File: config.mk
export PLATFORM = sky130hd
export DESIGN_NAME = atm_cash_dispenser
export DESIGN_NICKNAME = d
export VERILOG_FILES = /design/src/rtl/atm_cash_dispenser.sv
export SDC_FILE = /design/constraint.sdc
export NUM_CORES = 1
export LEC_CHECK = 0
export ABC_AREA = 1
export BUFFER_PORTS_ARGS = -buffer_cell sky130_fd_sc_hd__buf_2
export CORE_MARGIN = 2
export CORE_UTILIZATION = 56
export DETAILED_ROUTE_END_ITERATION = 16
export GPL_ROUTABILITY_DRIVEN = 0
export HOLD_SLACK_MARGIN = 0.03
export PLACE_DENSITY_LB_ADDON = 0.15
export SLEW_MARGIN = 10
export SYNTH_ARGS = -nofsm -noshare
export SYNTH_HDL_FRONTEND = slang
export SYNTH_SLANG_ARGS = --single-unit
File: constraint.sdc
create_clock -name clk -period 4.47 [get_ports clk]
set_input_delay 0.447 -clock clk [delete_from_list [all_inputs] [get_ports clk]]
set_output_delay 0.447 -clock clk [all_outputs]
set_load 0.005 [all_outputs]
File: src/rtl/atm_cash_dispenser.sv
// Greedy note splitter and dispenser for four cassettes (10/20/50/100); proves feasibility on a
// shadow copy before driving the mechanism. Optional ack watchdog: `define DISPENSE_TIMEOUT_EN.
module atm_cash_dispenser #(
    parameter logic [7:0] INIT_COUNT = 8'd10,
    parameter int         MAX_NOTES  = 40
`ifdef DISPENSE_TIMEOUT_EN
    ,parameter int        ACK_TIMEOUT = 16
`endif
) (
    input  logic        clk,
    input  logic        rst_n,
    input  logic        req_valid,
    input  logic [11:0] req_amount,
    output logic        req_ready,
    input  logic        load_en,
    input  logic [1:0]  load_denom,
    input  logic [7:0]  load_count,
    output logic        note_valid,
    output logic [1:0]  note_denom,
    input  logic        note_ack,
    output logic        done,
    output logic        fail,
    output logic [1:0]  fail_code,
    output logic [11:0] dispensed_total,
    output logic [3:0]  cassette_low
);
    localparam int NW = $clog2(MAX_NOTES + 1);

    typedef enum logic [2:0] {S_IDLE, S_CHECK, S_PLAN, S_DISPENSE, S_DONE, S_FAIL} state_t;

    state_t          state_q, state_d;
    logic [11:0]     amount_q, amount_d;
    logic [11:0]     remaining_q, remaining_d;
    logic [NW-1:0]   notes_q, notes_d;
    logic [3:0][7:0] shadow_q, shadow_d;
    logic [3:0][7:0] count_q, count_d;
    logic [11:0]     total_q, total_d;
    logic [1:0]      fail_code_q, fail_code_d;
    logic            gap_q, gap_d;
    logic [3:0]      low_q, low_d;
`ifdef DISPENSE_TIMEOUT_EN
    localparam int TW = $clog2(ACK_TIMEOUT + 1);
    logic [TW-1:0]   tmo_q, tmo_d;
`endif

    logic [3:0][7:0] pick_src;
    logic            pick_found;
    logic [1:0]      pick_denom;
    logic [11:0]     pick_value;
    logic [11:0]     rem_after;

    function automatic logic [11:0] denom_value(input logic [1:0] d);
        case (d)
            2'd0:    return 12'd10;
            2'd1:    return 12'd20;
            2'd2:    return 12'd50;
            default: return 12'd100;
        endcase
    endfunction

    // PLAN picks from the shadow counts, DISPENSE from the real ones: same rule, same sequence.
    always_comb begin
        pick_src   = (state_q == S_PLAN) ? shadow_q : count_q;
        pick_found = 1'b0;
        pick_denom = 2'd0;
        for (int k = 0; k < 4; k++) begin
            if (pick_src[k] != 8'd0 && denom_value(2'(k)) <= remaining_q) begin
                pick_found = 1'b1;
                pick_denom = 2'(k);
            end
        end
        pick_value = denom_value(pick_denom);
        rem_after  = remaining_q - pick_value;
    end

    always_ff @(posedge clk or negedge rst_n) begin
        if (!rst_n) begin
            state_q     <= S_IDLE;
            amount_q    <= '0;
            remaining_q <= '0;
            notes_q     <= '0;
            shadow_q    <= '0;
            count_q     <= {4{INIT_COUNT}};
            total_q     <= '0;
            fail_code_q <= '0;
            gap_q       <= 1'b0;
            low_q       <= '0;
`ifdef DISPENSE_TIMEOUT_EN
            tmo_q       <= '0;
`endif
        end else begin
            state_q     <= state_d;
            amount_q    <= amount_d;
            remaining_q <= remaining_d;
            notes_q     <= notes_d;
            shadow_q    <= shadow_d;
            count_q     <= count_d;
            total_q     <= total_d;
            fail_code_q <= fail_code_d;
            gap_q       <= gap_d;
            low_q       <= low_d;
`ifdef DISPENSE_TIMEOUT_EN
            tmo_q       <= tmo_d;
`endif
        end
    end

    always_comb begin
        state_d     = state_q;
        amount_d    = amount_q;
        remaining_d = remaining_q;
        notes_d     = notes_q;
        shadow_d    = shadow_q;
        count_d     = count_q;
        total_d     = total_q;
        fail_code_d = fail_code_q;
        gap_d       = gap_q;
        for (int k = 0; k < 4; k++) low_d[k] = (count_q[k] < 8'd2);
`ifdef DISPENSE_TIMEOUT_EN
        tmo_d       = '0;
`endif
        case (state_q)
            S_IDLE: begin
                if (load_en) begin
                    count_d[load_denom] = load_count;
                end else if (req_valid) begin
                    amount_d    = req_amount;
                    total_d     = '0;
                    fail_code_d = 2'd0;
                    state_d     = S_CHECK;
                end
            end
            S_CHECK: begin
                if (amount_q == 12'd0 || (amount_q % 12'd10) != 12'd0) begin
                    fail_code_d = 2'd0;
                    state_d     = S_FAIL;
                end else begin
                    shadow_d    = count_q;
                    remaining_d = amount_q;
                    notes_d     = '0;
                    state_d     = S_PLAN;
                end
            end
            S_PLAN: begin
                if (!pick_found) begin
                    fail_code_d = 2'd2;
                    state_d     = S_FAIL;
                end else begin
                    shadow_d[pick_denom] = shadow_q[pick_denom] - 8'd1;
                    remaining_d          = rem_after;
                    notes_d              = notes_q + NW'(1);
                    if (rem_after == 12'd0) begin
                        remaining_d = amount_q;
                        gap_d       = 1'b0;
                        state_d     = S_DISPENSE;
                    end else if (notes_q + NW'(1) == NW'(MAX_NOTES)) begin
                        fail_code_d = 2'd1;
                        state_d     = S_FAIL;
                    end
                end
            end
            S_DISPENSE: begin
                if (gap_q) begin
                    gap_d = 1'b0;
                end else if (!pick_found) begin
                    fail_code_d = 2'd2;
                    state_d     = S_FAIL;
                end else if (note_ack) begin
                    count_d[pick_denom] = count_q[pick_denom] - 8'd1;
                    total_d             = total_q + pick_value;
                    remaining_d         = rem_after;
                    if (rem_after == 12'd0) state_d = S_DONE;
                    else                    gap_d   = 1'b1;
                end
`ifdef DISPENSE_TIMEOUT_EN
                else if (tmo_q == TW'(ACK_TIMEOUT - 1)) begin
                    fail_code_d = 2'd3;
                    state_d     = S_FAIL;
                end else begin
                    tmo_d = tmo_q + TW'(1);
                end
`endif
            end
            S_DONE:  state_d = S_IDLE;
            S_FAIL:  state_d = S_IDLE;
            default: state_d = S_IDLE;
        endcase
    end

    always_comb begin
        req_ready       = (state_q == S_IDLE) && !load_en;
        note_valid      = (state_q == S_DISPENSE) && !gap_q && pick_found;
        note_denom      = note_valid ? pick_denom : 2'd0;
        done            = (state_q == S_DONE);
        fail            = (state_q == S_FAIL);
        fail_code       = fail_code_q;
        dispensed_total = total_q;
        cassette_low    = low_q;
    end
endmodule

==> results.ini <==
[die]
die_width_um = 121.5
dieHeight_um = 121.5
fp.dieArea_um2 = 14770
ios = 51
core-area_um2 = 13350
num_rows = 42
initial_utilization_pct = 57.94

[synthesis]
ys_seq_elements = 115
yosysUniqueCellTypes = 50
synth_area_um2 = 7734
synth_largest_area_cell = dfrtp_1
yosys_warnings = 0
ys_top_cells_by_area = dfrtp_1 (35%), nand2_1 (12%), inv_1 (6.8%)
yosysTopAreaCellShare_pct = 34.62
yosysSeqAreaShare_pct = 37.34
synthArstFlopShare_pct = 100.0
avgSynthCellArea_um2 = 7.241
synthesis.nets = 1116
postSynthCellCount = 1068
synthFlopType = dfrtp_1
synth_edf_count = 0

[job]
maxCapViolCount = 0

[drt]
ant_nets = 0
route.vias.total = 8194
drt_drc_violations_left = 0
drtIter0Drc = 939
drtPass1Iterations = 6
vias_per_cell = 6.029
post_drt_wl_per_cell_um = 18.01
wirelength_um = 24480

[clocking]
htreeDepth = 4
clockBufferDepth = 2
clock_latency_ns = 0.43
numCtsBuffers = 17
cts_sinks = 115
path_clk_slew_ns = 0.06
cts_tree = done
root_buffer = clkbuf_16

[status]
status = finished, final reports clean

[critical_path]
crit_type = flip-flop to flip-flop
r2r_setup_slack_ns = 0.13
cp-end-kind = flip-flop
crit_required_ns = 4.78
arrival_ns = 4.66
setup.worst_path.start_class = flip-flop
cp_max_fo = 4

[placement]
io_buffers = 49
placed_cell_area_um2 = 8453
dp_slack_ns = 0.005033
dp_hpwl_um = 17590

[timing]
period_minus_slack_ns = 4.344
hold_viol_final = 0
setup_slack_ns = 0.1259
fin_crit_sh_pct = 97.18
max_slew.worst_pin.slew_ns = 1.117
fmax_ghz = 0.2302
setup_viol = 0
finalClockSkew_ns = 0.01304
drv_slew = 0
fin_setup_tns_ns = 0
maxSlewHeadroom_pct = 24.96
grt_setup_unrepaired = yes

[final_layout]
n_antenna_cell = 0
drive_gt1_share_pct = 20.71
multiInputGateArea_um2 = 4353
fin_area_um2 = 9370
nets = 1218
synthToLayoutAreaGrowth_pct = 21.16
final_core_util_pct = 70.20
num-fill-cells = 1098
regArea_um2 = 2889

[min_path]
hold_path_class = primary input to async pin

[global_routing]
grt_max_degree = 50
grt_pass1_vias = 7423
antenna_found_initial = 0
grt_usage_pct = 33.71
grt_pass1_wl_um = 38450
grt.overflow.total = 0

[state kept, by name, indices dropped and copies added, names as in the netlist]
register         flops
amount_q            12
cassette_low         4
count_q             32
dispensed_total     11
fail_code            2
gap_q                1
notes_q              6
remaining_q         12
shadow_q            32
state_q              3
[final timing paths]
check	start	to	cells past startpoint
hold reg to reg	dispensed_total[11]	dispensed_total[11]	1
min in group clk	req_amount[6]	amount_q[6]	3
setup / recovery	count_q[18]	remaining_q[11]	27
hold / removal	rst_n	amount_q[3]	1
max in group asynchronous	rst_n	shadow_q[20]	2
setup reg to reg	count_q[18]	remaining_q[11]	27
[metal layers]
| layer | part of all wire (%) | GRT usage (%) |
|---|---|---|
| met5 | 0 | 0 |
| met1 | 45 | 50.15 |
| met4 | 2.0 | 10.34 |
| met3 | 10 | 8.647 |
| met2 | 43 | 48.21 |
[synth_stat cells (all sizes together), types with 3 or more instances]
master	count
dfstp	8
a22oi	24
a311oi	5
a211oi	4
or2	3
nor3	16
clkbuf	19
nand2	270
o211ai	9
o31ai	5
xor2	15
o21ai	67
nand3	90
nand4	22
nor2	63
a21oi	66
xnor2	10
inv	153
a31oi	3
nor4	11
dfrtp	107
a221oi	7
buf	8
ha	19
o22ai	46
[layout make-up]
class / count / area share (%)
timing repair buffer: 110 / 7.718
clock buffer: 21 / 5.021
inverter: 155 / 6.209
sequential: 115 / 30.83
clock inverter: 11 / 1.415
multi-input combinational: 771 / 46.45
tap: 176 / 2.350
[through the flow]
stage,cells,hold slack [ns]
floorplan,1068,0.1514
global placement,1316,0.4463
detailed placement,1316,0.4502
CTS,1348,0.07348
global route,1359,0.1027
finish,1359,0.05970
[placed cells by master, fill, tap and decap left out, drive strengths merged, types with 2 or more instances in the layout]
cell type	n
xnor2	10
nand3	90
inv	153
or2	3
xor2	15
a221oi	7
dfrtp	107
clkbuf	21
bufinv	3
nor2	63
o22ai	46
nand2	270
buf	110
dfstp	8
a211oi	4
a21oi	66
a311oi	5
a32o	2
nor4	11
o211ai	9
a31oi	3
o21ai	67
ha	19
fa	2
o221ai	2
nor3	16
o31ai	5
a22oi	24
nand4	22
clkinv	9
[worst max-delay path, stage by stage, from the launching register on]
cell	delay [ns]
dfrtp_1	0.38
inv_2	0.08
nand4_1	0.14
nor4_1	0.30
buf_4	0.16
nand3_1	0.08
o211ai_1	0.17
nand2_1	0.11
nand2_2	0.08
buf_4	0.13
ha_4	0.21
inv_2	0.07
ha_4	0.21
a21oi_2	0.14
o21ai_2	0.08
nand2_2	0.08
nand2_2	0.06
a21oi_4	0.20
buf_4	0.15
xor2_2	0.20
buf_4	0.15
nand4_1	0.10
nor3_2	0.24
nor2_2	0.08
nor2_4	0.14
mux2_2	0.34
nand3_1	0.08
nand2_1	0.07
[what timing repair did]
action | 4_1_cts | 5_1_grt
gates resized for setup | 1 | 60
hold buffers | 0 | 0
endpoints found under the setup margin | 6 | 55
pin swaps | 0 | 16
cloned | 0 | 1
buffers inserted | 0 | 10
[cells by family after synthesis]
logic type | after synthesis | share of synthesized area [%]
buf+inv | 182 | 9.157
flops | 115 | 37.34
simple gates | 478 | 27.67
fa+ha+maj | 21 | 3.592
xor+xnor | 25 | 2.831
mux | 1 | 0.1456
compound gates | 245 | 19.22
other cells | 1 | 0.04849
Power is not shown: default switching activity piles up to over one toggle a cycle in this logic, so the estimate is an artifact.
